## src/rtl/fir_seq_ctrl_if.sv

```systemverilog
// Sample stream bundle between the FIR sequencer, its source, and the FIR filter.
// Signal names and i_/o_ prefixes are from the sequencer's point of view.
// The master modport is the sequencer; the slave modport is the environment
// (source, filter and downstream ready).
interface fir_seq_ctrl_if #(
    parameter int WW_INPUT = 8
) ();
    logic [WW_INPUT-1:0] i_src_data;
    logic                i_src_dv;
    logic                o_src_rfd;
    logic                i_snk_rfd;
    logic [WW_INPUT-1:0] o_fir_data;
    logic                o_fir_dv;
    logic                o_fir_en;

    modport master (
        input  i_src_data,
        input  i_src_dv,
        input  i_snk_rfd,
        output o_src_rfd,
        output o_fir_data,
        output o_fir_dv,
        output o_fir_en
    );

    modport slave (
        output i_src_data,
        output i_src_dv,
        output i_snk_rfd,
        input  o_src_rfd,
        input  o_fir_data,
        input  o_fir_dv,
        input  o_fir_en
    );
endinterface

```

## src/rtl/fir_seq_ctrl.sv

```systemverilog
// FIR input sequencer.
// Paces source samples into a 4-tap FIR at one slot per divider period, runs a
// counted burst or a continuous stream, then pushes FLUSH_LEN zero samples to
// drain the filter delay line. At most one slot is ever owed; a slot tick that
// lands on an owed slot is recorded in the sticky underrun flag.
// Hand-off to the filter is combinational so a sample is issued in the same
// cycle that source and sink are both ready.
module fir_seq_ctrl #(
    parameter int WW_INPUT  = 8,
    parameter int WW_DIV    = 16,
    parameter int WW_CNT    = 16,
    parameter int FLUSH_LEN = 3
) (
    input  logic                clk,
    input  logic                i_rst_n,
    input  logic                i_start,
    input  logic                i_flush,
    input  logic                i_abort,
    input  logic [WW_DIV-1:0]   i_div,
    input  logic [WW_CNT-1:0]   i_nsamples,
    fir_seq_ctrl_if.master      bus,
    output logic                o_busy,
    output logic                o_done,
    output logic [WW_CNT-1:0]   o_count,
    output logic                o_underrun
);

    // Flush counter only needs to reach FLUSH_LEN-1 before the run completes.
    localparam int WW_FCNT = (FLUSH_LEN > 1) ? $clog2(FLUSH_LEN) : 1;

    localparam logic [WW_DIV-1:0]  DIV_ZERO   = {WW_DIV{1'b0}};
    localparam logic [WW_DIV-1:0]  DIV_ONE    = WW_DIV'(1);
    localparam logic [WW_CNT-1:0]  CNT_ZERO   = {WW_CNT{1'b0}};
    localparam logic [WW_CNT-1:0]  CNT_ONE    = WW_CNT'(1);
    localparam logic [WW_FCNT-1:0] FCNT_ZERO  = {WW_FCNT{1'b0}};
    localparam logic [WW_FCNT-1:0] FCNT_ONE   = WW_FCNT'(1);
    localparam logic [WW_FCNT-1:0] FCNT_LAST  = WW_FCNT'(FLUSH_LEN - 1);
    localparam logic [WW_INPUT-1:0] DATA_ZERO = {WW_INPUT{1'b0}};

    typedef enum logic [1:0] {
        ST_IDLE  = 2'd0,
        ST_RUN   = 2'd1,
        ST_FLUSH = 2'd2,
        ST_DONE  = 2'd3
    } state_t;

    state_t              r_state;
    logic [WW_DIV-1:0]   r_div_cnt;
    logic                r_pend;
    logic [WW_FCNT-1:0]  r_fcnt;
    logic [WW_CNT-1:0]   r_count;
    logic                r_underrun;
    logic                r_busy;
    logic                r_done;

    logic                w_in_run;
    logic                w_in_flush;
    logic                w_active;
    logic                w_tick;
    logic                w_issue;
    logic [WW_CNT-1:0]   w_count_inc;
    logic                w_last;

    assign w_in_run    = (r_state == ST_RUN);
    assign w_in_flush  = (r_state == ST_FLUSH);
    assign w_active    = w_in_run | w_in_flush;
    // The divider only produces slot ticks while pacing samples.
    assign w_tick      = w_active & (r_div_cnt == DIV_ZERO);
    assign w_count_inc = r_count + CNT_ONE;
    // Burst completes on the issue that brings the count up to the burst length.
    assign w_last      = (i_nsamples != CNT_ZERO) & (w_count_inc == i_nsamples);

    // Issue decision: an owed slot meets a ready sink (and real data while running).
    always_comb begin
        w_issue = 1'b0;
        case (r_state)
            ST_RUN:   w_issue = r_pend & bus.i_snk_rfd & bus.i_src_dv;
            ST_FLUSH: w_issue = r_pend & bus.i_snk_rfd;
            default:  w_issue = 1'b0;
        endcase
    end

    // Filter-side and source-side stream outputs; zeros are fed during flush.
    always_comb begin
        bus.o_src_rfd = w_in_run & r_pend & bus.i_snk_rfd;
        bus.o_fir_dv  = w_issue;
        bus.o_fir_en  = w_issue;
        if (w_in_run) begin
            bus.o_fir_data = bus.i_src_data;
        end else begin
            bus.o_fir_data = DATA_ZERO;
        end
    end

    // Sequencer FSM with divider, slot flag, counters and registered status.
    always_ff @(posedge clk or negedge i_rst_n) begin
        if (!i_rst_n) begin
            r_state    <= ST_IDLE;
            r_div_cnt  <= DIV_ZERO;
            r_pend     <= 1'b0;
            r_fcnt     <= FCNT_ZERO;
            r_count    <= CNT_ZERO;
            r_underrun <= 1'b0;
            r_busy     <= 1'b0;
            r_done     <= 1'b0;
        end else if (i_abort) begin
            // Abort drops everything in flight; count and underrun are kept
            // so software can still inspect the interrupted run.
            r_state <= ST_IDLE;
            r_pend  <= 1'b0;
            r_fcnt  <= FCNT_ZERO;
            r_busy  <= 1'b0;
            r_done  <= 1'b0;
        end else begin
            // Slot pacing. Later assignments in the state case below take
            // precedence when a state change restarts the slot logic.
            if (w_active) begin
                if (w_tick) begin
                    r_div_cnt <= i_div;
                    r_pend    <= 1'b1;
                    if (r_pend && !w_issue) begin
                        r_underrun <= 1'b1;
                    end
                end else begin
                    r_div_cnt <= r_div_cnt - DIV_ONE;
                    r_pend    <= r_pend & ~w_issue;
                end
            end

            case (r_state)
                ST_IDLE: begin
                    if (i_start) begin
                        r_state    <= ST_RUN;
                        r_busy     <= 1'b1;
                        r_div_cnt  <= i_div;
                        r_pend     <= 1'b0;
                        r_count    <= CNT_ZERO;
                        r_underrun <= 1'b0;
                    end else if (i_flush) begin
                        r_state   <= ST_FLUSH;
                        r_busy    <= 1'b1;
                        r_div_cnt <= i_div;
                        r_pend    <= 1'b0;
                        r_fcnt    <= FCNT_ZERO;
                    end
                end
                ST_RUN: begin
                    // A new start is ignored while running; an early flush
                    // still lets a same-cycle transfer complete.
                    if (w_issue) begin
                        r_count <= w_count_inc;
                    end
                    if (i_flush || (w_issue && w_last)) begin
                        // Divider keeps its phase across the switch to flush.
                        r_state <= ST_FLUSH;
                        r_pend  <= 1'b0;
                        r_fcnt  <= FCNT_ZERO;
                    end
                end
                ST_FLUSH: begin
                    if (w_issue) begin
                        if (r_fcnt == FCNT_LAST) begin
                            r_state <= ST_DONE;
                            r_done  <= 1'b1;
                        end else begin
                            r_fcnt <= r_fcnt + FCNT_ONE;
                        end
                    end
                end
                ST_DONE: begin
                    r_state <= ST_IDLE;
                    r_busy  <= 1'b0;
                    r_done  <= 1'b0;
                end
                default: begin
                    r_state <= ST_IDLE;
                    r_busy  <= 1'b0;
                    r_done  <= 1'b0;
                end
            endcase
        end
    end

    assign o_busy     = r_busy;
    assign o_done     = r_done;
    assign o_count    = r_count;
    assign o_underrun = r_underrun;

endmodule

```

## src/flat_wrapper.sv

```systemverilog
// flat-port wrapper written by rule: the top's interface ports become plain ports
module fir_seq_ctrl_flat 
#(
    parameter int WW_INPUT  = 8,
    parameter int WW_DIV    = 16,
    parameter int WW_CNT    = 16,
    parameter int FLUSH_LEN = 3
)
  (clk, i_rst_n, i_start, i_flush, i_abort, i_div, i_nsamples, o_busy, o_done, o_count, o_underrun, bus_i_src_data, bus_i_src_dv, bus_i_snk_rfd, bus_o_src_rfd, bus_o_fir_data, bus_o_fir_dv, bus_o_fir_en);
  fir_seq_ctrl_if #(.WW_INPUT(WW_INPUT)) bus_i ();
  input  logic clk;
  input  logic i_rst_n;
  input  logic i_start;
  input  logic i_flush;
  input  logic i_abort;
  input  logic [WW_DIV-1:0] i_div;
  input  logic [WW_CNT-1:0] i_nsamples;
  output logic o_busy;
  output logic o_done;
  output logic [WW_CNT-1:0] o_count;
  output logic o_underrun;
  input wire logic [$bits(bus_i.i_src_data)-1:0] bus_i_src_data;
  input wire logic [$bits(bus_i.i_src_dv)-1:0] bus_i_src_dv;
  input wire logic [$bits(bus_i.i_snk_rfd)-1:0] bus_i_snk_rfd;
  output wire logic [$bits(bus_i.o_src_rfd)-1:0] bus_o_src_rfd;
  output wire logic [$bits(bus_i.o_fir_data)-1:0] bus_o_fir_data;
  output wire logic [$bits(bus_i.o_fir_dv)-1:0] bus_o_fir_dv;
  output wire logic [$bits(bus_i.o_fir_en)-1:0] bus_o_fir_en;
  assign bus_i.i_src_data = bus_i_src_data;
  assign bus_i.i_src_dv = bus_i_src_dv;
  assign bus_i.i_snk_rfd = bus_i_snk_rfd;
  assign bus_o_src_rfd = bus_i.o_src_rfd;
  assign bus_o_fir_data = bus_i.o_fir_data;
  assign bus_o_fir_dv = bus_i.o_fir_dv;
  assign bus_o_fir_en = bus_i.o_fir_en;
  fir_seq_ctrl #(.WW_INPUT(WW_INPUT), .WW_DIV(WW_DIV), .WW_CNT(WW_CNT), .FLUSH_LEN(FLUSH_LEN)) u_core (.clk(clk), .i_rst_n(i_rst_n), .i_start(i_start), .i_flush(i_flush), .i_abort(i_abort), .i_div(i_div), .i_nsamples(i_nsamples), .bus(bus_i), .o_busy(o_busy), .o_done(o_done), .o_count(o_count), .o_underrun(o_underrun));
endmodule
```

## config.mk

```make
export PLATFORM = sky130hd
export DESIGN_NAME = fir_seq_ctrl_flat
export DESIGN_NICKNAME = d
export VERILOG_FILES = /design/src/rtl/fir_seq_ctrl_if.sv /design/src/rtl/fir_seq_ctrl.sv /design/src/flat_wrapper.sv
export SDC_FILE = /design/constraint.sdc
export NUM_CORES = 1
export LEC_CHECK = 0
export CORE_MARGIN = 2
export CORE_UTILIZATION = 51
export CTS_BUF_LIST = sky130_fd_sc_hd__clkbuf_8
export DETAILED_ROUTE_END_ITERATION = 7
export PLACE_DENSITY_LB_ADDON = 0.08
export SLEW_MARGIN = 20
export SYNTH_ARGS = -nofsm -noshare
export SYNTH_HDL_FRONTEND = slang
export SYNTH_SLANG_ARGS = --single-unit
export TNS_END_PERCENT = 5
```

## constraint.sdc

```tcl
create_clock -name clk -period 3.4 [get_ports clk]
set_input_delay 0.68 -clock clk [delete_from_list [all_inputs] [get_ports clk]]
set_output_delay 0.68 -clock clk [all_outputs]
set_load 0.02 [all_outputs]
```

==> results of run 1 <==
## how the worst max path moves through the flow
| stage | endpoint | slack, ns | cells after the start |
|---|---|---|---|
| 2_1_floorplan | u_core.r_fcnt[0] | 0.66 | 10 |
| 3_3_place_gp | u_core.r_fcnt[1] | 0.25 | 9 |
| 3_5_place_dp | u_core.r_state[0] | 0.17 | 9 |
| 4_1_cts | bus_o_fir_dv | 0.39 | 5 |
| 5_1_grt | u_core.r_fcnt[0] | 0.30 | 7 |
| 6_report | bus_o_fir_dv | 0.40 | 5 |
## cells by family after synthesis
logic type / after synthesis / synth area share, %
and+or+nand+nor: 169 / 27.3
AOI/OAI and AO/OA: 111 / 23.7
DFF: 40 / 31.0
buffers and inverters: 32 / 3.95
xor gates and xnor gates: 23 / 6.23
muxes: 16 / 5.15
adders and majority gates: 7 / 2.71
## power groups by stage
stage | sequential (W) | combinational (W) | clock, W
floorplan | 0.000752 | 0.000839 | 0
global placement | 0.000767 | 0.00122 | 0
global route | 0.000796 | 0.00139 | 0.000415
finish | 0.000772 | 0.00127 | 0.000389
CTS | 0.000765 | 0.00126 | 0.000396
detailed placement | 0.000772 | 0.00125 | 0
## registers in the layout, indices dropped and copies added, names as in the netlist
register and cells:
u_core.o_busy 1, u_core.o_count 16, u_core.o_done 1, u_core.o_underrun 1, u_core.r_div_cnt 16, u_core.r_fcnt 2, u_core.r_pend 1, u_core.r_state 2
## layer usage
metal,wire length (um),share of wire [%],vias to the layer above
met3,358,4.0,8
met1,3970,44,1578
met4,86,0.96,0
met2,4510,51,81
li1,-,-,1613
met5,0,0,-
## cell usage after synthesis, types with 3 or more instances
| cell | instances |
|---|---|
| o21a_1 | 3 |
| xor2_1 | 5 |
| or3_1 | 3 |
| clkbuf_1 | 19 |
| mux2i_1 | 11 |
| a211oi_1 | 3 |
| nand2_1 | 43 |
| a21o_1 | 4 |
| nand2b_1 | 5 |
| and3_1 | 7 |
| xnor2_1 | 18 |
| nand4_1 | 8 |
| mux2_2 | 5 |
| o21ai_0 | 21 |
| a21oi_1 | 21 |
| buf_2 | 3 |
| a22o_1 | 8 |
| ha_1 | 7 |
| nor2_1 | 34 |
| inv_1 | 9 |
| dfrtp_1 | 40 |
| a31oi_1 | 4 |
| nor3_1 | 11 |
| o22ai_1 | 7 |
| nor2b_1 | 5 |
| o22a_1 | 9 |
| nor4_1 | 8 |
| and2_1 | 11 |
| nand3_1 | 20 |
| o31ai_1 | 11 |
## per-stage QoR
step | hold WS [ns] | instances | area, um2 | util, %
2_1_floorplan | 0.384 | 398 | 3230 | -
6_report | 0.496 | 546 | 4170 | 66.9
3_5_place_dp | 0.485 | 538 | 4070 | 65.2
4_1_cts | 0.505 | 546 | 4170 | 66.9
5_1_grt | 0.533 | 546 | 4170 | 66.9
3_3_place_gp | 0.484 | 538 | 4070 | 65.2
## cell type report
type                    count  share of cell area, %
clock inverters             3                  0.929
clock buffers               5                   1.65
well taps                  77                   2.31
multi-input cells         326                   50.4
repair buffers             86                   19.9
flip-flops and latches     40                   24.0
inverters                   9                  0.809
==> metrics.md, run 1 <==
| Metric | Value |
|---|---|
| PD cells | `581 nW/um2` |
| Pin slew with the least headroom to its limit | `0.956 ns` |
| Initial DRC count | `224` |
| Internal | `0.00137 W` |
| Area of the multi-input gates | `2100 um2` |
| Biggest area consumer among synthesized cells | `dfrtp_1` |
| Grt met1 use | `33.1%` |
| Die span in x | `83.6 um` |
| N_diodes | `0` |
| Top Usage Layer GRT | `met2` |
| Leading cell types in the layout, fill and taps excluded | `75 x clkdlybuf4s50_1, 43 x nand2_1, 40 x dfrtp_1` |
| Max cap viols | `0` |
| Worst flop-to-flop path startpoint | `u_core.r_state[0]` |
| First-pass GRT wire length | `14.9 mm` |
| Worst vdd ir | `485 uV` |
| Vias in the first global route | `3125` |
| Clk network pwr share | `16.0%` |
| # DRC | `0` |
| Top cell type's share of synthesized area | `31.0%` |
| Critical path's largest stage delay | `0.62 ns` |
| Ratio of cells with drive above 1 in the final layout | `7.04%` |
| Die height | `83.6 um` |
| Hold wc startpoint | `u_core.o_underrun` |
| Synth cell types | `59` |
| Drt first pass iters | `4` |
| Type of the worst setup path | `in2out` |
| Vias/cell | `6.01` |
| R2R setup slack | `0.50 ns` |
| Crit-path slowest cell | `clkdlybuf4s50_1` |
| P_sw | `0.00106 W` |
| Worst slew margin | `36.2%` |
| Final period util | `88.2%` |
| Initial Util | `51.8%` |
| Setup TNS | `0 ns` |
| Hold EP | `u_core.o_underrun` |
| Overall routing resource usage | `25.8%` |
| Post-synthesis cell area | `3230 um2` |
| Synthesized instance count | `398` |
| DRT Wirelength | `8.93 mm` |
| Synthesis-to-layout area growth | `29.1%` |
| M3 GR Usage | `4.45%` |
| # IOs | `77` |
| CTS tree | `done` |
| Worst-skew pair later-pin latency | `0.30 ns` |
| Fin worst setup slack | `0.400 ns` |
| Crit path max-delay family | `buffers and inverters` |
| Register bit total from synthesis | `40` |
| Crit path buf inv count | `3` |
| Seq/Total Area, Yosys | `31.0%` |
| Sw Share | `43.6%` |
| Avg Inst Size Synth | `8.12 um2` |
| Leak pwr | `1.67 nW` |
| Min cycle time layout | `3.00 ns` |
| Final setup fails | `0` |
| DR WL/cell | `16.3 um` |
| Post_cts resized | `0` |
| Status | `complete, no violations` |
| Largest net degree at the start of global routing | `41` |
| Crit-path cells | `clkdlybuf4s50_1 -> nand3_1 -> or2_2 -> inv_1 -> clkdlybuf4s50_1` |
| RSZ-0062 raised after global routing | `false` |
| Final Net Count | `522` |
| Number of routed nets with antenna violations | `0` |
| Synth warnings | `0` |
| CP max FO | `4` |
| Worst hold path type | `reg2reg` |
| Asr flop ratio synth | `100%` |
| Hold Path Cell Cnt | `1` |
| CTS Sinks | `40` |
| Clk root buf | `clkbuf_8` |
| Worst Setup End Kind | `primary output` |
| Pins Over Slew Limit | `0` |
| Setup Slack @ Placement | `0.174 ns` |
| Worst setup SP type | `primary input` |
| Number of synthesized flops with an enable pin | `0` |
| Cell Rows | `29` |
| Most common cell after layout, fill and taps aside | `clkdlybuf4s50_1` |
| Storage cell area | `1000 um2` |
| Comb pwr share | `52.2%` |
| Crit-path most repeated cell | `clkdlybuf4s50_1` |
| Crit path DAT | `2.32 ns` |
| Port bufs | `76` |
| Synth area leaders | `dfrtp_1 31%, nand2_1 5.0%, xnor2_1 4.9%` |
| Register-to-Register Path Depth | `10` |
| Net Count, Synth | `452` |
| Setup Fix Bufs, Post-CTS | `0` |
| Antenna violations before repair | `0` |
| Crit path from | `bus_i_snk_rfd` |
| Die Area | `6990 um2` |
| Worst R2R End | `u_core.r_fcnt[0]` |
| CTS clk-pin slew, worst paths | `0.08 ns` |
| Grt ovf | `0` |
| Fillers | `528` |
| CP Data Required Time | `2.72 ns` |
| Sequential power share | `31.8%` |
| Detailed placer's ending HPWL | `6.49 mm` |
| Met2 GRT Util | `45.2%` |
| CTS H-tree lvls | `2` |
| Max frequency | `0.333 GHz` |
| Clk_skew | `0.00930 ns` |
| Routability cong. | `0.868` |
| Core ar. | `6240 um2` |
| Hold Buf Count CTS | `0` |
| Vias | `3280` |
| Final Hold Fails | `0` |
| Total power | `0.00243 W` |
| Clock Path Buffers | `2` |
| CTS buffer count | `5` |
| Primary FF master, synth | `dfrtp_1` |
(Power assumes the default switching activity.)
==> run 2: changes to the inputs <==
- CORE_UTILIZATION: 51 -> 25
- MAX_ROUTING_LAYER: unset -> met4
==> metrics.md, run 2 (synthesis gave the netlist of run 1 again) <==
| Metric | Value |
|---|---|
| Status | `complete, no violations` |
| Vias | `3220 (-1.8%)` |
| Leading cell types in the layout, fill and taps excluded | `75 x clkdlybuf4s50_1, 43 x nand2_1, 40 x dfrtp_1` |
| Crit path buf inv count | `3 (unchanged)` |
| Hold Slack | `0.374 ns (-0.122 ns)` |
| CTS tree | `done` |
| Ratio of cells with drive above 1 in the final layout | `6.84% (-0.20 points)` |
| Die height | `118 um (+41%)` |
| Crit-path slowest cell | `clkdlybuf4s50_1` |
| Crit path DAT | `2.40 ns (+0.08 ns)` |
| Worst-skew pair later-pin latency | `0.30 ns (about the same)` |
| Vias/cell | `5.03 (-16%)` |
| Setup TNS | `0 ns (unchanged)` |
| Clock Path Buffers | `2 (unchanged)` |
| Antenna violations before repair | `0 (unchanged)` |
| CP max FO | `4 (unchanged)` |
| Synthesis-to-layout area growth | `32.6%` |
| Min cycle time layout | `3.08 ns (+0.0757 ns)` |
| Worst hold path type | `in2async` |
| Leak pwr | `1.67 nW (-0.22%)` |
| Pin slew with the least headroom to its limit | `0.738 ns (-0.218 ns)` |
| Vias in the first global route | `3201 (+2.4%)` |
| Worst vdd ir | `227 uV (-53%)` |
| Initial Util | `25.6% (-26 points)` |
| Crit path max-delay family | `buffers and inverters` |
| Core ar. | `12600 um2 (+100%)` |
| CTS clk-pin slew, worst paths | `0.09 ns (about the same)` |
| Max frequency | `0.325 GHz (-2.5%)` |
| Critical path's largest stage delay | `0.63 ns (about the same)` |
| Final Hold Fails | `0 (unchanged)` |
| Setup Fix Bufs, Post-CTS | `0 (unchanged)` |
| Worst slew margin | `50.8% (+15 points)` |
| Max cap viols | `0 (unchanged)` |
| # IOs | `77 (unchanged)` |
| RSZ-0062 raised after global routing | `false` |
| DRT Wirelength | `10.4 mm (+16%)` |
| First-pass GRT wire length | `16.9 mm (+13%)` |
| Final period util | `90.5% (+2.2 points)` |
| CTS H-tree lvls | `2 (unchanged)` |
| Largest net degree at the start of global routing | `41 (unchanged)` |
| CP Data Required Time | `2.72 ns (about the same)` |
| Post-DP Area | `4180 um2 (+2.7%)` |
| Final setup fails | `0 (unchanged)` |
| PD cells | `570 nW/um2 (-2.0%)` |
| Die Area | `13900 um2 (+98%)` |
| Worst Setup End Kind | `primary output` |
| Type of the worst setup path | `in2out` |
| Overall routing resource usage | `15.3% (-10 points)` |
| Detailed placer's ending HPWL | `7.52 mm (+16%)` |
| N_diodes | `0 (unchanged)` |
| Cell Rows | `41 (+41%)` |
| Grt ovf | `0 (unchanged)` |
| Routability cong. | `0.783 (-9.8%)` |
| Crit-path cells | `clkdlybuf4s50_1 -> nand3_1 -> or2_2 -> inv_1 -> clkdlybuf4s50_1` |
| Hold Buf Count CTS | `0 (unchanged)` |
| Clk root buf | `clkbuf_8` |
| Post_cts resized | `0 (unchanged)` |
| Number of routed nets with antenna violations | `0 (unchanged)` |
| # DRC | `0 (unchanged)` |
| CTS buffer count | `5 (unchanged)` |
| Crit-path most repeated cell | `clkdlybuf4s50_1` |
| DR WL/cell | `16.2 um (-0.70%)` |
| CTS Sinks | `40 (unchanged)` |
| Final Net Count | `521 (-0.19%)` |
| Fin area | `4290 um2 (+2.7%)` |
| Most common cell after layout, fill and taps aside | `clkdlybuf4s50_1` |
| Pins Over Slew Limit | `0 (unchanged)` |
| Initial DRC count | `159 (-29%)` |
| Total power | `0.00244 W (+0.71%)` |
| Worst setup SP type | `primary input` |
| Clk_skew | `0.00984 ns (+0.000544 ns)` |
| Drt first pass iters | `5 (+1)` |
| Port bufs | `76 (unchanged)` |
| Die span in x | `118 um (+41%)` |
run 2: cell count changes in the layout (fill, tap and decap cells not counted):
cell,change
buf_2,-1
run 2: worst register-to-register path: stages (launching register included):
cell	delay [ns]
dfrtp_1	0.51
ha_1	0.32
nand3_2	0.23
or3_1	0.40
a2111oi_0	0.47
nand4_1	0.21
nor4_4	0.37
mux2_2	0.39
run 2: where the power goes:
part | switching, W | total [W] | internal (W)
logic | 0.000739 | 0.00129 | 0.000548
registers | 0.000153 | 0.000755 | 0.000602
clock network | 0.000187 | 0.000402 | 0.000215
total | 0.00108 | 0.00244 | 0.00137
run 2: final timing paths:
path                       cells after the start         startpoint                 end  slack (ns)
max                                            5      bus_i_snk_rfd        bus_o_fir_dv        0.32
min                                            1            i_rst_n   u_core.o_count[1]        0.37
max reg2reg                                    7  u_core.o_count[0]    u_core.r_fcnt[0]        0.40
min reg2reg                                    1      u_core.o_done       u_core.o_done        0.51
max in group asynchronous                      1            i_rst_n  u_core.o_count[11]        2.61
min in group clk                               1      u_core.o_done       u_core.o_done        0.51
run 2: final cells by class:
| type | count | area (um2) |
|---|---|---|
| tap | 172 | 215 |
| clock buffer | 5 | 68.8 |
| sequential | 40 | 1000 |
| fill | 1346 | 8330 |
| inverter | 9 | 33.8 |
| multi-input combinational | 326 | 2100 |
| clock inverter | 3 | 38.8 |
| timing repair buffer | 85 | 826 |
run 2: routing by layer:
layer | GRT usage [%] | up-vias | share of wire [%]
li1 | - | 1613 | -
met3 | 2.71 | 8 | 3.8
met4 | 3.16 | 0 | 1.0
met1 | 19.1 | 1539 | 46
met2 | 26.2 | 60 | 49
met5 | - | - | 0
run 2: metrics by stage:
step                      util [%]  setup WS, ns  cells
after floorplan                  -         0.663    398
after global placement        33.1        0.0956    632
after detailed placement      33.1        0.0228    632
after CTS                     34.0         0.297    640
after global routing          34.0         0.204    640
final                         34.0         0.324    640
==> run 3: changes to the inputs <==
- REMOVE_ABC_BUFFERS: unset -> 1
==> metrics.md, run 3 (synthesis gave the netlist of run 1 again) <==
| Metric | Value |
|---|---|
| Post-DP Area | `4220 um2 (+0.90%)` |
| Pin slew with the least headroom to its limit | `0.748 ns (+0.0102 ns)` |
| Met3 wire len | `499 um (+27%)` |
| P_sw | `0.00106 W (-1.3%)` |
| Antenna violations before repair | `0 (unchanged)` |
| Non-filler instance count after layout | `645 (+0.78%)` |
| Type of the worst setup path | `in2reg` |
| Routability cong. | `0.778 (-0.64%)` |
| Final period util | `88.6% (-1.8 points)` |
| Die Area | `13900 um2 (unchanged)` |
| # IOs | `77 (unchanged)` |
| Final Net Count | `526 (+0.96%)` |
| Setup Fix Bufs, Post-CTS | `0 (unchanged)` |
| Final setup fails | `0 (unchanged)` |
| Cell Rows | `41 (unchanged)` |
| Vias/cell | `5.02 (-0.25%)` |
| CP Data Required Time | `3.59 ns (+0.87 ns)` |
| Worst setup path end | `u_core.r_state[1]` |
| Ratio of cells with drive above 1 in the final layout | `8.03% (+1.2 points)` |
| # DRC | `0 (unchanged)` |
| CP max FO | `5 (+1)` |
| Status | `complete, no violations` |
| Post_cts resized | `0 (unchanged)` |
| Die height | `118 um (unchanged)` |
| Drt first pass iters | `4 (-1)` |
| DR WL/cell | `15.5 um (-4.6%)` |
| Max cap viols | `0 (unchanged)` |
| Leading cell types in the layout, fill and taps excluded | `75 x clkdlybuf4s50_1, 43 x nand2_1, 40 x dfrtp_1` |
| Crit path from | `bus_i_snk_rfd` |
| Worst Setup End Kind | `flop` |
| Sequential power share | `31.3% (+0.4 points)` |
| Internal | `0.00133 W (-2.9%)` |
| Clk root buf | `clkbuf_8` |
| Worst flop-to-flop path startpoint | `u_core.r_state[1]` |
| Sw Share | `44.5% (+0.38 points)` |
| Setup TNS | `0 ns (unchanged)` |
| PD cells | `555 nW/um2 (-2.7%)` |
| Fillers | `1355 (+0.67%)` |
| Crit-path cells | `clkdlybuf4s50_1 -> nand3_1 -> or2_2 -> inv_1 -> o2111ai_1 -> a2111oi_0 -> nand4_1 -> nor4_4 -> mux2_2` |
| Worst-skew pair later-pin latency | `0.30 ns (about the same)` |
| Crit path DAT | `3.21 ns (+0.81 ns)` |
| Grt ovf | `0 (unchanged)` |
| Crit-path slowest cell | `clkdlybuf4s50_1` |
| Overall routing resource usage | `15.2% (-0.12 points)` |
| Clk network pwr share | `14.5% (-1.9 points)` |
| Hold Buf Count CTS | `0 (unchanged)` |
| Met1 WL | `4.93 mm (+3.3%)` |
| Vias in the first global route | `3152 (-1.5%)` |
| Crit path buf inv count | `2 (-1)` |
| Port bufs | `76 (unchanged)` |
| Worst R2R End | `u_core.r_state[1]` |
| Pins Over Slew Limit | `0 (unchanged)` |
| Initial Util | `25.6% (unchanged)` |
| Comb pwr share | `54.2% (+1.6 points)` |
| Number of routed nets with antenna violations | `0 (unchanged)` |
| CTS H-tree lvls | `2 (unchanged)` |
| Clock Path Buffers | `2 (unchanged)` |
| Crit path max-delay family | `simple AND/OR/NAND/NOR gates` |
| Worst slew margin | `50.1% (-0.68 points)` |
| Fin area | `4310 um2 (+0.53%)` |
| Clk_skew | `0.0124 ns (+0.00256 ns)` |
| Detailed placer's ending HPWL | `7.45 mm (-1.0%)` |
| DRT Wirelength | `9.99 mm (-3.8%)` |
| Largest net degree at the start of global routing | `41 (unchanged)` |
| Worst setup SP type | `primary input` |
| Die span in x | `118 um (unchanged)` |
| Synthesis-to-layout area growth | `33.3%` |
| R2R setup slack | `0.43 ns (+0.03 ns)` |
| CTS buffer count | `5 (unchanged)` |
| Crit path depth | `9 (+4)` |
| Met2 WL | `4.46 mm (-13%)` |
| Min cycle time layout | `3.01 ns (-0.0622 ns)` |
| Cell Count Post-Placement | `637 (+0.79%)` |
| Initial DRC count | `202 (+27%)` |
| Vias | `3237 (+0.53%)` |
| Register-to-Register Path Depth | `10 (+3)` |
| CTS clk-pin slew, worst paths | `0.09 ns (about the same)` |
| Top layer in use | `met4` |
| Core ar. | `12600 um2 (unchanged)` |
| Worst vdd ir | `239 uV (+5.3%)` |
| Critical path's largest stage delay | `0.50 ns (-0.13 ns)` |
| First-pass GRT wire length | `16.9 mm (+0.28%)` |
| Leak pwr | `1.68 nW (+0.97%)` |
| CTS Sinks | `40 (unchanged)` |
| Max frequency | `0.332 GHz (+2.1%)` |
| CTS tree | `done` |
| Worst hold path type | `in2async` |
| Final Hold Fails | `0 (unchanged)` |
| RSZ-0062 raised after global routing | `false` |
| N_diodes | `0 (unchanged)` |
| Most common cell after layout, fill and taps aside | `clkdlybuf4s50_1` |
[run 3: worst min path at each step]
stage                     slack (ns)     startpoint  cells after the start                   end
after global routing            0.40        i_rst_n                      1         u_core.o_done
final                           0.36        i_rst_n                      1  u_core.r_div_cnt[10]
after detailed placement        0.49  u_core.o_done                      1         u_core.o_done
after floorplan                 0.38        i_rst_n                      0         u_core.o_busy
after CTS                       0.51  u_core.o_done                      1         u_core.o_done
after global placement          0.49  u_core.o_done                      1         u_core.o_done
[run 3: final cells by class]
| class | instances | area [um2] | share of cell area, % |
|---|---|---|---|
| repair buffers | 90 | 863 | 20.0 |
| clock inverters | 2 | 10.0 | 0.232 |
| well taps | 172 | 215 | 4.99 |
| flip-flops and latches | 40 | 1000 | 23.2 |
| multi-input cells | 326 | 2100 | 48.8 |
| clock buffers | 6 | 82.6 | 1.92 |
| inverters | 9 | 33.8 | 0.784 |
[run 3: metal layers]
layer / vias to the layer above / global-route usage [%]
met1: 1532 / 21.5
li1: 1617 / -
met4: 0 / 3.31
met2: 81 / 22.8
met3: 7 / 2.71
met5: - / -
[run 3: power groups by stage]
stage | Combinational, W | Sequential [W] | Clock (W)
floorplan | 0.000797 | 0.000760 | 0
global placement | 0.00130 | 0.000756 | 0
detailed placement | 0.00131 | 0.000755 | 0
CTS | 0.00131 | 0.000746 | 0.000364
global route | 0.00146 | 0.000774 | 0.000386
finish | 0.00130 | 0.000749 | 0.000346
[run 3: through the flow]
| step | util [%] | hold WS (ns) | setup slack (ns) | total power, W |
|---|---|---|---|---|
| detailed placement | 33.4 | 0.485 | -0.0153 | 0.00206 |
| global route | 34.2 | 0.400 | 0.0909 | 0.00262 |
| global placement | 33.4 | 0.487 | 0.167 | 0.00205 |
| CTS | 34.1 | 0.510 | 0.309 | 0.00242 |
| finish | 34.2 | 0.355 | 0.386 | 0.00239 |
| floorplan | - | 0.384 | 0.229 | 0.00156 |
==> variant 1, RTL diff (settings of run 2) <==
`WW_CNT` is set to 16 in 2 places; all go to 8.
--- a/src/rtl/fir_seq_ctrl.sv
+++ b/src/rtl/fir_seq_ctrl.sv
@@ -10,3 +10,3 @@
     parameter int WW_DIV    = 16,
-    parameter int WW_CNT    = 16,
+    parameter int WW_CNT    = 8,
     parameter int FLUSH_LEN = 3
--- a/src/flat_wrapper.sv
+++ b/src/flat_wrapper.sv
@@ -5,3 +5,3 @@
     parameter int WW_DIV    = 16,
-    parameter int WW_CNT    = 16,
+    parameter int WW_CNT    = 8,
     parameter int FLUSH_LEN = 3
Ports: changed (resized i_nsamples and o_count); port bits go from 77 to 61. The function was not compared with the original's and may differ.
==> variant 1 against run 2 <==
Combinational power decreased by 28%. Sequential cell count is 8 lower. Core utilization increased by 0.70 points. Power shrank 22%. Wire length down 34%. Non-clock buffer count down 20. Worst setup slack improved by 0.083 ns. Clock power decreased by 23%. Synthesized area fell by 25%. Global-route usage fell by 1.3 points. Design area down 25%. Critical path depth did not move.
==> variant 1: results <==
[outcome]
status = finished clean

[synth]
ys_top_cells_by_area = dfrtp_1 (33%), nand2_1 (5.1%), a21oi_1 (4.5%), o22a_1 (4.3%), ha_1 (4.1%)
synth-async-reset-ratio_pct = 100
syn-num-nets = 339
synth.distinct_cells = 56
synth_common_cells = nand2_1 (33), dfrtp_1 (32), a21oi_1 (22), nor2_1 (22), o21ai_0 (16)
synth-seq-area-share_pct = 33.0
syn_avg_cell_area_um2 = 8.30

[grt]
grt_use_met3_pct = 2.74
antenna_found_initial = 0
met2_usage_pct = 21.0
grt_pass1_wl_um = 11300
grt_pass1_vias = 2258
met1_usage_pct = 19.4
grt_max_degree = 54
grtUsageTotal_pct = 14.0

[worst_setup_path]
critPathArrivalTime_ns = 2.31
worstPathMaxFanout = 5
regToRegStartpoint = u_core.r_state[0]

[cells_and_area]
nFillCells = 954
diodes = 0
drive_above_1_share_pct = 8.86
finalNetCount = 396

[drt]
drt_iter0_drc = 88
wl_um = 6810
viasPerCell = 4.90
dr.pass1.iters = 4
routedWlPerCell_um = 14.2

[placed_design]
gp_congestion = 0.754
placed_cells = 471
dp_hpwl_um = 4930
dp_slack_ns = 0.397
port_buffers = 60

[worst_hold_path]
hold_path.class = flip-flop to flip-flop

[clock_tree]
clk_latency_ns = 0.29
htree_num_levels = 2
clkTransAtPathRegs_ns = 0.07

[timing]
skew_ns = 0.00994
maxSlewHeadroom_pct = 38.1

[power_and_ir_drop]
p_int_uw = 1070
p_leak_uw = 0.00121
vdd_drop_max_mv = 0.179
## variant 1: cell types whose count changed after synthesis, moves of 6 or more
cell,before,now
xnor2_1,18,5
clkbuf_1,19,7
nor2_1,34,22
nand2_1,43,33
mux2i_1,11,2
dfrtp_1,40,32
a22o_1,8,1
nand3_1,20,13
nand4_1,8,1
o31ai_1,11,4
o22ai_1,7,1
## variant 1: path summary, 6_finish.rpt
| kind | cells past startpoint | to | slack [ns] |
|---|---|---|---|
| setup / recovery | 5 | bus_o_fir_en | 0.41 |
| hold / removal | 1 | u_core.o_done | 0.49 |
| setup reg to reg | 9 | u_core.r_div_cnt[9] | 0.67 |
| hold reg to reg | 1 | u_core.o_done | 0.49 |
| max in group asynchronous | 2 | u_core.r_div_cnt[0] | 2.27 |
| min in group asynchronous | 2 | u_core.r_state[0] | 0.81 |
## variant 1: cell type report
| type | count | area share (%) |
|---|---|---|
| sequential | 32 | 24.8 |
| tap | 129 | 4.99 |
| inverter | 10 | 1.16 |
| clock buffer | 6 | 2.55 |
| multi-input combinational | 235 | 46.6 |
| clock inverter | 2 | 0.348 |
| timing repair buffer | 65 | 19.6 |
## variant 1: kinds of logic (layout without fill, tap and decap cells)
kind of cell / after synthesis / after routing / share of synthesized area [%]
buf+inv: 25 / 83 / 4.75
flops: 32 / 32 / 33.0
mux: 2 / 2 / 0.826
compound gates: 90 / 90 / 25.8
simple gates: 128 / 128 / 28.9
fa+ha+maj: 8 / 8 / 4.13
xor+xnor: 7 / 7 / 2.53
## variant 1: power groups by stage
stage | Sequential [uW] | Combinational [uW] | Clock, uW
5_1_grt | 679 | 1050 | 339
6_report | 655 | 930 | 311
3_5_place_dp | 658 | 937 | 0
3_3_place_gp | 658 | 939 | 0
4_1_cts | 652 | 941 | 323
2_1_floorplan | 642 | 649 | 0
## variant 1: per-stage QoR
stage	total power [uW]	hold WS (ns)	cell area, um2
after global placement	1600	0.491	3140
after global routing	2060	0.505	3230
final	1900	0.491	3230
after CTS	1920	0.495	3230
after detailed placement	1590	0.482	3140
after floorplan	1290	0.384	2420
## variant 1: per-layer routing
metal,wire length [um],part of all wire [%],up-vias
met2,3100,46,48
met5,0,0,-
met4,78,1.1,0
li1,-,-,1187
met1,3380,50,1105
met3,243,3.6,5
## variant 1: critical path, stage by stage
cell and delay [ns]:
clkdlybuf4s50_1 0.50, nand3_1 0.09, or2_2 0.37, inv_1 0.09, clkdlybuf4s50_1 0.60
==> variant 2, RTL diff (settings of run 2) <==
Without the edit above. Register the output `o_count` once more, with the module's reset; this adds one clock of latency there. The other outputs are not delayed to match.
--- a/src/rtl/fir_seq_ctrl.sv
+++ b/src/rtl/fir_seq_ctrl.sv
@@ -185,3 +185,9 @@
     assign o_done     = r_done;
-    assign o_count    = r_count;
+    always_ff @(posedge clk or negedge i_rst_n) begin
+        if (!i_rst_n) begin
+            o_count <= '0;
+        end else begin
+            o_count <= r_count;
+        end
+    end
     assign o_underrun = r_underrun;
Check against the original RTL: not equivalent (Yosys sat finds a counterexample within 4 cycles, from zero or initial values and one cycle with i_rst_n low).
==> variant 2 against run 2 <==
Core utilization fell by 1.1 points. Sequential share of layout area rose by 7.3 points. Power rose by 2.0%. Design area rose by 6.5%. Worst setup slack got worse by 0.020 ns. Sequential cell count rose by 16. Synthesized area rose by 9.7%. Clock power fell by 8.7%. Wire length rose by 9.4%. Die area rose by 9.4%. Highest routed layer unchanged.
==> variant 2: results <==
[cells_and_area]
nFillCells = 1465
drive_above_1_share_pct = 6.61
top_regs = u_core.o_count x16, u_core.r_count x16, u_core.r_div_cnt x16
finalNetCount = 538

[worst_hold_path]
hold_path.class = input pin to asynchronous set/reset pin

[synth]
synth-seq-area-share_pct = 39.5
synth-main-ff-cell = dfrtp_1
synth.distinct_cells = 54
synth_mux_area_share_pct = 0.282
ys_warn_count = 0
syn-num-nets = 465
ys_top_cells_by_area = dfrtp_1 (40%), nor2_1 (4.4%), o21ai_0 (4.4%), nand2_1 (4.3%), xnor2_1 (3.5%)
synth_compound_area_share_pct = 21.4
synth_common_cells = dfrtp_1 (56), nor2_1 (42), nand2_1 (41)
synth_xor_area_share_pct = 6.42
synthAdderAreaFrac_pct = 2.47
netlist_instances = 411
synth-async-reset-ratio_pct = 100

[grt]
grtUsageTotal_pct = 15.9
grt_pass1_vias = 3246
grt_pass1_wl_um = 18100
grt_max_degree = 40

[clock_tree]
cts_made_buffers = 5
post_cts_resized = 0
cts_buffer_depth = 2
clk_latency_ns = 0.32
htree_num_levels = 2
post-cts-setup-buffers = 0
cts-root-buf = clkbuf_8
clkTransAtPathRegs_ns = 0.11

[drt]
vias = 3354
highest_layer = met4
drt_iter0_drc = 234
wl_met3_um = 565
dr.pass1.iters = 4
viasPerCell = 5.05
wl_met1_um = 5700
wl_met2_um = 5000
wl_um = 11400

[placed_design]
port_buffers = 76
gp_congestion = 0.850
dp_hpwl_um = 8180
placed_cells = 656
dp_slack_ns = 0.344

[worst_setup_path]
cp_slowest_cell = clkdlybuf4s50_1
critPathMaxStageDelay_ns = 0.62
critPathArrivalTime_ns = 2.42
worstPathMaxFanout = 4
crit_family = buffers and inverters

[power_and_ir_drop]
vdd_drop_max_mv = 0.162
p_leak_uw = 0.00177

[timing]
skew_ns = 0.0144
tightestPinTransition_ns = 0.724

[outcome]
status = finished clean
## variant 2: cell types whose count changed after synthesis, moves of 7 or more
cell and change:
a22o_1 -8, xor2_1 +7, dfrtp_1 +16, nor2_1 +8
mux2i_1 -10, o21ai_0 +10
## variant 2: path summary, 6_finish.rpt
path,endpoint,cells after the start,from,slack (ns)
min in group clk,u_core.o_count[1],0,u_core.r_count[1],0.48
max reg2reg,u_core.r_state[0],9,u_core.r_count[0],0.43
min reg2reg,u_core.o_count[1],0,u_core.r_count[1],0.48
max,bus_o_fir_dv,6,u_core.r_state[1],0.30
min,u_core.o_count[4],1,i_rst_n,0.29
max in group asynchronous,u_core.r_div_cnt[4],3,i_rst_n,2.38
## variant 2: where the power goes
part	switching, uW	leakage, uW	internal, uW
combinational	720	0.000990	476
sequential	142	0.000737	787
clock	229	0.0000452	138
## variant 2: worst reg2reg max path: cells and delay by family, from the launching register on
family                   cells  cell delay, ns
adder cells (fa/ha/maj)      1            0.30
flip-flops                   1            0.47
AND/OR/NAND/NOR              3            0.99
XOR/XNOR                     1            0.11
AO/OA/AOI/OAI                3            0.79
buffers and inverters        1            0.20
## variant 2: routing by layer
metal / track usage, % / vias up
met4: 3.55 / 0
met2: 23.2 / 104
met5: - / -
li1: - / 1644
met3: 2.26 / 5
met1: 23.4 / 1601
## variant 2: layout make-up
class	count	share of cell area [%]
multi-input combinational	318	42.6
sequential	56	30.7
timing repair buffer	89	19.0
tap	180	4.93
clock buffer	5	1.51
inverter	14	1.15
clock inverter	2	0.192
## variant 2: stage by stage
stage               instance area [um2]  hold WS [ns]  total power (uW)
floorplan                          3550         0.349              1710
global placement                   4470         0.446              2130
detailed placement                 4470         0.452              2130
CTS                                4550         0.487              2520
global route                       4570         0.315              2690
finish                             4570         0.289              2490
